--- config.mk ---
export PLATFORM = sky130hd
export DESIGN_NAME = spi_master_rx
export DESIGN_NICKNAME = d
export VERILOG_FILES = /design/src/rtl/spi_pkg.sv /design/src/rtl/spi_clk_div.sv /design/src/rtl/spi_master_rx.sv
export SDC_FILE = /design/constraint.sdc
export NUM_CORES = 1
export LEC_CHECK = 0
export ABC_AREA = 1
export BUFFER_PORTS_ARGS = -buffer_cell sky130_fd_sc_hd__buf_4
export CORE_MARGIN = 1.5
export CORE_UTILIZATION = 50
export DETAILED_ROUTE_END_ITERATION = 8
export GPL_TIMING_DRIVEN = 0
export PLACE_DENSITY = 0.73
export SLEW_MARGIN = 20
export SYNTH_ARGS = -nofsm -noshare
export SYNTH_HDL_FRONTEND = slang
export SYNTH_SLANG_ARGS = --single-unit
--- constraint.sdc ---
create_clock -name clk -period 3.05 [get_ports clk]
set_input_delay 0.305 -clock clk [delete_from_list [all_inputs] [get_ports clk]]
set_output_delay 0.305 -clock clk [all_outputs]
set_load 0.02 [all_outputs]
--- src/rtl/spi_pkg.sv ---
// Shared types and constants for the SPI mode-0 read master.
package spi_pkg;

  localparam int   SPI_BITS    = 8;
  localparam logic SPI_CS_IDLE = 1'b1;
  localparam int   SPI_BIT_W   = $clog2(SPI_BITS);

  typedef enum logic [2:0] {
    ST_IDLE = 3'd0,
    ST_LOW  = 3'd1,
    ST_HIGH = 3'd2,
    ST_HOLD = 3'd3,
    ST_GAP  = 3'd4
  } spi_state_e;

  // A phase of N cycles counts N-1 down to 0.
  function automatic logic [7:0] div_load(input int div);
    return 8'(div - 1);
  endfunction

endpackage

--- src/rtl/spi_clk_div.sv ---
// Half-period counter: tick is high in the last cycle of each CLK_DIV-long phase.
module spi_clk_div
  import spi_pkg::*;
#(
  parameter int CLK_DIV = 4
) (
  input  logic clk,
  input  logic rst_n,
  input  logic reload,
  output logic tick
);

  localparam logic [7:0] LOAD = div_load(CLK_DIV);

  logic [7:0] cnt_r;

  // Down-counter restarted on every phase change.
  always_ff @(posedge clk or negedge rst_n) begin
    if (!rst_n) begin
      cnt_r <= LOAD;
    end else if (reload) begin
      cnt_r <= LOAD;
    end else if (cnt_r != 8'd0) begin
      cnt_r <= cnt_r - 8'd1;
    end else begin
      cnt_r <= LOAD;
    end
  end

  assign tick = (cnt_r == 8'd0);

endmodule

--- src/rtl/spi_master_rx.sv ---
// SPI mode-0 master: clocks command bytes out on mosi and returns bytes read from miso.
module spi_master_rx
  import spi_pkg::*;
#(
  parameter int CLK_DIV = 4
) (
  input  logic       clk,
  input  logic       rst_n,
  input  logic       start,
  input  logic [7:0] num_bytes,
  input  logic [7:0] tx_byte,
  output logic       busy,
  output logic [7:0] rx_data,
  output logic       rx_valid,
  output logic       done,
  output logic       sclk,
  output logic       cs,
  output logic       mosi,
  input  logic       miso
);

  localparam logic [SPI_BIT_W-1:0] BIT_LAST = SPI_BIT_W'(SPI_BITS - 1);
  localparam logic [SPI_BIT_W-1:0] BIT_ONE  = SPI_BIT_W'(1);

  spi_state_e           state_r, state_nxt;
  logic [7:0]           tx_r, tx_nxt;
  logic [7:0]           rx_sr_r, rx_sr_nxt;
  logic [SPI_BIT_W-1:0] bit_r, bit_nxt;
  logic [7:0]           byte_r, byte_nxt;
  logic [7:0]           rx_data_r, rx_data_nxt;
  logic                 rx_valid_nxt;
  logic                 done_r, done_nxt;
  logic                 busy_r, busy_nxt;
  logic                 rx_valid_r;
  logic                 cs_r, sclk_r, mosi_r;
  logic                 tick_s, reload_s;

  spi_clk_div #(
    .CLK_DIV(CLK_DIV)
  ) u_clk_div (
    .clk   (clk),
    .rst_n (rst_n),
    .reload(reload_s),
    .tick  (tick_s)
  );

  // Held in reload while idle so the first LOW phase is a full CLK_DIV long.
  assign reload_s = (state_r == ST_IDLE) || (state_nxt != state_r);

  // Next-state, shift register and counter logic.
  always_comb begin
    state_nxt    = state_r;
    tx_nxt       = tx_r;
    rx_sr_nxt    = rx_sr_r;
    bit_nxt      = bit_r;
    byte_nxt     = byte_r;
    rx_data_nxt  = rx_data_r;
    rx_valid_nxt = 1'b0;
    done_nxt     = 1'b0;
    busy_nxt     = busy_r;
    case (state_r)
      ST_IDLE: begin
        // The done cycle is still IDLE, but a new start is only taken one cycle later.
        if (start && !done_r) begin
          state_nxt = ST_LOW;
          tx_nxt    = tx_byte;
          byte_nxt  = num_bytes;
          bit_nxt   = '0;
          busy_nxt  = 1'b1;
        end else begin
          state_nxt = ST_IDLE;
        end
      end
      ST_LOW: begin
        if (tick_s) begin
          state_nxt = ST_HIGH;
          rx_sr_nxt = {rx_sr_r[SPI_BITS-2:0], miso};
        end else begin
          state_nxt = ST_LOW;
        end
      end
      ST_HIGH: begin
        if (tick_s) begin
          tx_nxt  = {tx_r[SPI_BITS-2:0], 1'b0};
          bit_nxt = bit_r + BIT_ONE;
          if (bit_r == BIT_LAST) begin
            rx_data_nxt  = rx_sr_r;
            rx_valid_nxt = 1'b1;
            byte_nxt     = byte_r - 8'd1;
            // A count loaded as 0 wraps to 255 here, giving 256 bytes.
            if (byte_r != 8'd1) begin
              tx_nxt    = tx_byte;
              state_nxt = ST_LOW;
            end else begin
              state_nxt = ST_HOLD;
            end
          end else begin
            state_nxt = ST_LOW;
          end
        end else begin
          state_nxt = ST_HIGH;
        end
      end
      ST_HOLD: begin
        if (tick_s) begin
          state_nxt = ST_GAP;
        end else begin
          state_nxt = ST_HOLD;
        end
      end
      ST_GAP: begin
        if (tick_s) begin
          state_nxt = ST_IDLE;
          done_nxt  = 1'b1;
          busy_nxt  = 1'b0;
        end else begin
          state_nxt = ST_GAP;
        end
      end
      default: begin
        state_nxt = ST_IDLE;
        busy_nxt  = 1'b0;
      end
    endcase
  end

  // State, datapath and pin registers; pins are decoded from the next state.
  always_ff @(posedge clk or negedge rst_n) begin
    if (!rst_n) begin
      state_r    <= ST_IDLE;
      tx_r       <= 8'h00;
      rx_sr_r    <= 8'h00;
      bit_r      <= '0;
      byte_r     <= 8'h00;
      rx_data_r  <= 8'h00;
      rx_valid_r <= 1'b0;
      done_r     <= 1'b0;
      busy_r     <= 1'b0;
      cs_r       <= SPI_CS_IDLE;
      sclk_r     <= 1'b0;
      mosi_r     <= 1'b0;
    end else begin
      state_r    <= state_nxt;
      tx_r       <= tx_nxt;
      rx_sr_r    <= rx_sr_nxt;
      bit_r      <= bit_nxt;
      byte_r     <= byte_nxt;
      rx_data_r  <= rx_data_nxt;
      rx_valid_r <= rx_valid_nxt;
      done_r     <= done_nxt;
      busy_r     <= busy_nxt;
      cs_r       <= ((state_nxt == ST_IDLE) || (state_nxt == ST_GAP)) ? SPI_CS_IDLE : ~SPI_CS_IDLE;
      sclk_r     <= (state_nxt == ST_HIGH);
      mosi_r     <= ((state_nxt == ST_LOW) || (state_nxt == ST_HIGH)) ? tx_nxt[SPI_BITS-1] : 1'b0;
    end
  end

  assign busy     = busy_r;
  assign rx_data  = rx_data_r;
  assign rx_valid = rx_valid_r;
  assign done     = done_r;
  assign sclk     = sclk_r;
  assign cs       = cs_r;
  assign mosi     = mosi_r;

endmodule

Word-level counts from Yosys, hierarchy flattened
Cells that the tools add are included.
{ "classes": {"n_addsub": 3, "n_mul": 0, "div": 0, "order_cmp": 0, "n_eq_ne": 14, "shifts": 0, "n_mux": 32, "bitwise": 1, "n_reduce_logical": 16} }
{ "ops": {"columns": ["cell", "n"], "rows": [
  ["two-way mux 8 bit", 9],
  ["one-hot mux 8 bit (2 select lines)", 2],
  ["two-way mux 3 bit", 6],
  ["subtractor 8 x 1 -> 8 bit (second input constant)", 2],
  ["one-hot mux 3 bit (5 select lines)", 1],
  ["two-way mux 1 bit", 10],
  ["equality test 3 x 2 -> 1 bit (second input constant)", 3],
  ["equality test 3 bit (second input constant)", 3],
  ["AND reduction 3 bit", 3],
  ["zero test 8 bit", 1],
  ["inequality test 8 x 1 -> 1 bit (second input constant)", 1],
  ["nonzero test 8 bit", 1],
  ["equality test 3 x 1 -> 1 bit (second input constant)", 2],
  ["zero test 3 bit", 2],
  ["inequality test 2 bit (second input constant)", 3],
  ["one-hot mux 3 bit (2 select lines)", 1],
  ["two-way mux 2 bit", 2],
  ["AND reduction 4 bit", 1],
  ["adder 3 x 1 -> 3 bit (second input constant)", 1],
  ["logical OR 1 bit", 3],
  ["inequality test 3 bit", 1],
  ["one-hot mux 1 bit (3 select lines)", 1],
  ["OR reduction 3 bit", 1],
  ["inequality test 2 x 1 -> 1 bit (second input constant)", 1],
  ["other kinds (5)", 5]
]} }
{ "totals": {"regBits": 52, "latch_bits": 0, "ram_bits": 0, "rom_bits": 0, "input_bits": 20, "out_inout_bits": 14, "word_cells": 80, "mem_count": 0} }

Depth between registers and ports, before layout
{ "logic_depth": {"ltp_word": 8, "ltp_mapped": 12} }

By module
From an unflattened synthesis, not the netlist that was laid out.
{ "unflattened": {"hier_cells": 300, "hier_area_um2": 2572.5} }
{ "modules_own_cells": {"columns": ["module", "n_inst", "cells_each", "area_per_inst_um2"], "rows": [
  ["spi_master_rx", 1, 246, 2139.6],
  ["spi_clk_div", 1, 54, 432.9]
]} }

Worst setup path before layout
Ideal clock, no wire load.
{ "synth_path": {"path_kind": "register -> register", "startpoint": "register u_clk_div.cnt_r[0]", "endpoint": "register u_clk_div.cnt_r[2]", "setup_time_ns": 0.075, "arrival_time_ns": 1.620, "required_time_ns": 2.975, "slack_ns": 1.356, "path_stages_with_launch": 10, "synth_period_minus_slack_ns": 1.694, "cell_sequence": "dfstp_2 inv_1 ha_1 nand2_1 nor2_1 nand3_2 nand2_4 o21bai_1 nand3_1 nor2_1"} }
{ "synth_via": {"elab_chain_len": 6} }
{ "synth_lines": {"columns": ["element", "line_no", "rtl"], "rows": [
  ["start, declared", "spi_clk_div.sv:15", "logic [7:0] cnt_r;"],
  ["start signal, assigned", "spi_clk_div.sv:24", "cnt_r <= cnt_r - 8'd1;"],
  ["zero test 8 bit", "spi_clk_div.sv:30", "assign tick = (cnt_r == 8'd0);"],
  ["two-way mux 3 bit (tied with other cells)", "spi_master_rx.sv:105", "if (tick_s) begin"],
  ["one-hot mux 3 bit (5 select lines)", "spi_master_rx.sv:61", "case (state_r)"],
  ["inequality test 3 bit", "spi_master_rx.sv:48", "assign reload_s = (state_r == ST_IDLE) || (state_nxt != state_r);"],
  ["logical OR 1 bit", "spi_master_rx.sv:48", null],
  ["two-way mux 8 bit (*)", "spi_clk_div.sv:21", "end else if (reload) begin"]
]} }
Mark *: on every way between the ends. The rest lies on a longest branch, timed or not.
A chain may end at the register's enable or synchronous reset.

Final worst setup path
{ "layout_path": {"startpoint": "register u_clk_div.cnt_r[0]", "endpoint": "register u_clk_div.cnt_r[3]"} }
Same word-level chain as after synthesis.

==> run summary <==
Final WS setup = 987 ps
Power per cell area = 382 mW/mm²
Count leader, synth = nand2_1
Pint = 0.879 mW
Final nets = 390
Post-CTS Hold Fix Bufs = 0
Share of post-route cells with drive strength above 1 = 14.5%
IO Pins = 34
Share of the synthesized area in the top cell type = 48.0%
Final Hold Viols = 0
Diode count = 0
Worst-path fanout max = 9
Synth top area cells = dfrtp_1, nand2_1, nor2_1
Port Buffers = 33
Combinational share of power = 4.0%
Max-slew violations = 0
CTS Root Buffer Type = clkbuf_8
Placed cell areas = 0.00289 mm²
Switching Fraction = 22.7%
Async SR Flop Fraction = 100%
Distinct cells, synth = 27
Status = completed
Most frequent cells after synthesis = nand2_1, dfrtp_1, nor2_1, inv_1, o21ai_0
Post-DP HPWL = 3.66 mm
Worst Max-Slew Pin Slew = 652 ps
First-pass GRT wire length = 8.70 mm
Syn_area_per_cell = 7.86 µm²
Die W = 74.5 µm
Final wirelength = 5.03 mm
Final ANT Viol Nets = 0
#FFs+latches synth = 52
Pin count of the biggest net entering global routing = 53
H-tree Lvls = 2
DR vias = 2,135
Core area = 0.00482 mm²
Placement Rows = 25
Rel. slew slack = 56.5%
Syn nets = 350
Area growth syn-to-layout = 16.5%
1st-pass router iterations = 4
Die height = 74.5 µm
Sequential share of power = 61.3%
Number of global-route vias before repair = 2,055
HP Class = input pin to async pin
Power share of the clock group = 34.7%
LEAKAGE = 1.61 nW
Initial DRC count = 139
Reg area = 0.00131 mm²
Clk pin slew, worst setup/hold paths = 90 ps
Max-Cap Viols = 0
CP Capture Type = flip-flop
TritonCTS Sinks = 52
Tcrit/Tclk final = 67.6%
Post-synth EDFFs = 0
Ys flop type = dfrtp_1
Clock Tree Buf Depth = 2
Register area share after synthesis = 51.1%
Worst setup skew after layout = 9.48 ps
Die ar. = 0.00555 mm²
Skew-Pair Late Insertion Delay = 300 ps
Initial core utilization = 53.0%
Antenna violations before repair = 0
F_max = 485 MHz
Total Routing Usage GR = 20.3%
CTS buffer count = 5
Resized cells post-CTS = 0
Filler cells = 455
Sw power = 0.258 mW
Tmin final = 2060 ps
Multi-input gate area = 0.00106 mm²
CTS tree = yes
RSZ-0062 raised after global routing = false
# DRC = 0
Max IR drop VDD = 0.000374 V
GRT overflow = 0
Synth Warn # = 0
Final setup TNS = 0 ps
WL per Instance = 11.6 µm
Global placement routability congestion = 0.869
Post-CTS Setup Repair Bufs = 0
Setup Viol. Count Final = 0
Critical setup path kind = flip-flop to flip-flop
Layout Cells excl Fill = 433
Mapped Area = 0.00255 mm²
Vias per cell = 4.93
CP Launch Type = flip-flop
Post-synth top area cell = dfrtp_1
Syn Inst Count = 325
Arrival @ worst endpoint = 2280 ps
Place WS = 1010 ps
Fin area = 0.00298 mm²
Critical Path RT = 3270 ps
Dpl cells = 425
-- per-stage QoR --
step	total power [mW]	util, %	hold slack (ps)
finish	1.14	61.8	24.0
global route	1.19	61.8	82.8
CTS	1.15	61.8	53.5
detailed placement	0.758	59.9	382
global placement	0.757	59.9	382
floorplan	0.722	-	9.41
-- power by group through the flow --
stage	Sequential, mW	Combinational (mW)	Clock, mW
5_1_grt	0.698	0.0534	0.435
3_3_place_gp	0.710	0.0468	0
4_1_cts	0.697	0.0475	0.408
6_report	0.697	0.0458	0.394
2_1_floorplan	0.710	0.0118	0
3_5_place_dp	0.711	0.0474	0
-- area by class of cell --
cell class / count / area share (%)
buffer: 4 / 0.799
tap: 67 / 2.82
inverter: 44 / 5.59
clock inverter: 2 / 0.547
multi-input combinational: 225 / 35.6
sequential: 52 / 43.9
timing repair buffer: 33 / 8.33
clock buffer: 6 / 2.44
-- cell families (layout without fill, tap and decap cells) --
family / after synthesis / after routing / share of synthesized area, %
and+or+nand+nor: 170 / 170 / 27.4
DFF: 52 / 52 / 51.1
buffers and inverters: 48 / 89 / 7.44
AOI/OAI and AO/OA: 47 / 47 / 10.6
adders and majority gates: 5 / 5 / 2.45
xor gates and xnor gates: 3 / 3 / 1.03
-- placed cells by master (no fill, tap or decap), types with 2 or more instances in the layout --
| master | n |
|---|---|
| clkbuf_8 | 5 |
| nand3_2 | 2 |
| nand3_1 | 23 |
| o211ai_1 | 4 |
| inv_1 | 42 |
| dfstp_2 | 3 |
| nand2_1 | 93 |
| nand4_1 | 3 |
| a22o_1 | 2 |
| dfrtp_1 | 49 |
| clkbuf_1 | 3 |
| ha_1 | 5 |
| buf_4 | 33 |
| nor2_1 | 45 |
| a21oi_1 | 5 |
| o21ai_0 | 32 |
| xor2_1 | 3 |
-- state kept, by name (all words and copies together) (netlist names) --
name / cells
cs: 1
rx_valid: 1
byte_r: 8
bit_r: 3
rx_sr_r: 8
mosi: 1
rx_data: 8
sclk: 1
done: 1
state_r: 3
tx_r: 8
busy: 1
u_clk_div.cnt_r: 8
-- routing by layer --
| layer | vias up | global-route usage, % | routed length (µm) |
|---|---|---|---|
| li1 | 1112 | - | - |
| met2 | 36 | 36.2 | 2460 |
| met1 | 983 | 25.7 | 2380 |
| met5 | - | 0 | 0 |
| met3 | 4 | 3.66 | 151 |
| met4 | 0 | 4.85 | 38 |
-- final timing paths --
| path | startpoint | end | depth (start not counted) | slack (ps) |
|---|---|---|---|---|
| setup / recovery | u_clk_div.cnt_r[0] | u_clk_div.cnt_r[3] | 9 | 990 |
| hold / removal | rst_n | byte_r[4] | 1 | 20 |
| setup reg to reg | u_clk_div.cnt_r[0] | u_clk_div.cnt_r[3] | 9 | 990 |
| hold reg to reg | bit_r[0] | bit_r[0] | 1 | 480 |
| max in group asynchronous | rst_n | state_r[2] | 1 | 2580 |
| min in group clk | tx_byte[3] | tx_r[3] | 3 | 230 |
-- critical path: stages (launching register included) --
cell	delay (ps)
dfstp_2	540
inv_1	60
ha_1	230
nand2_1	100
nor2_1	80
nand3_2	170
nand2_4	120
o21bai_1	260
nand3_1	270
nor2_1	170
Note: power is estimated with default switching activity, not from simulation.
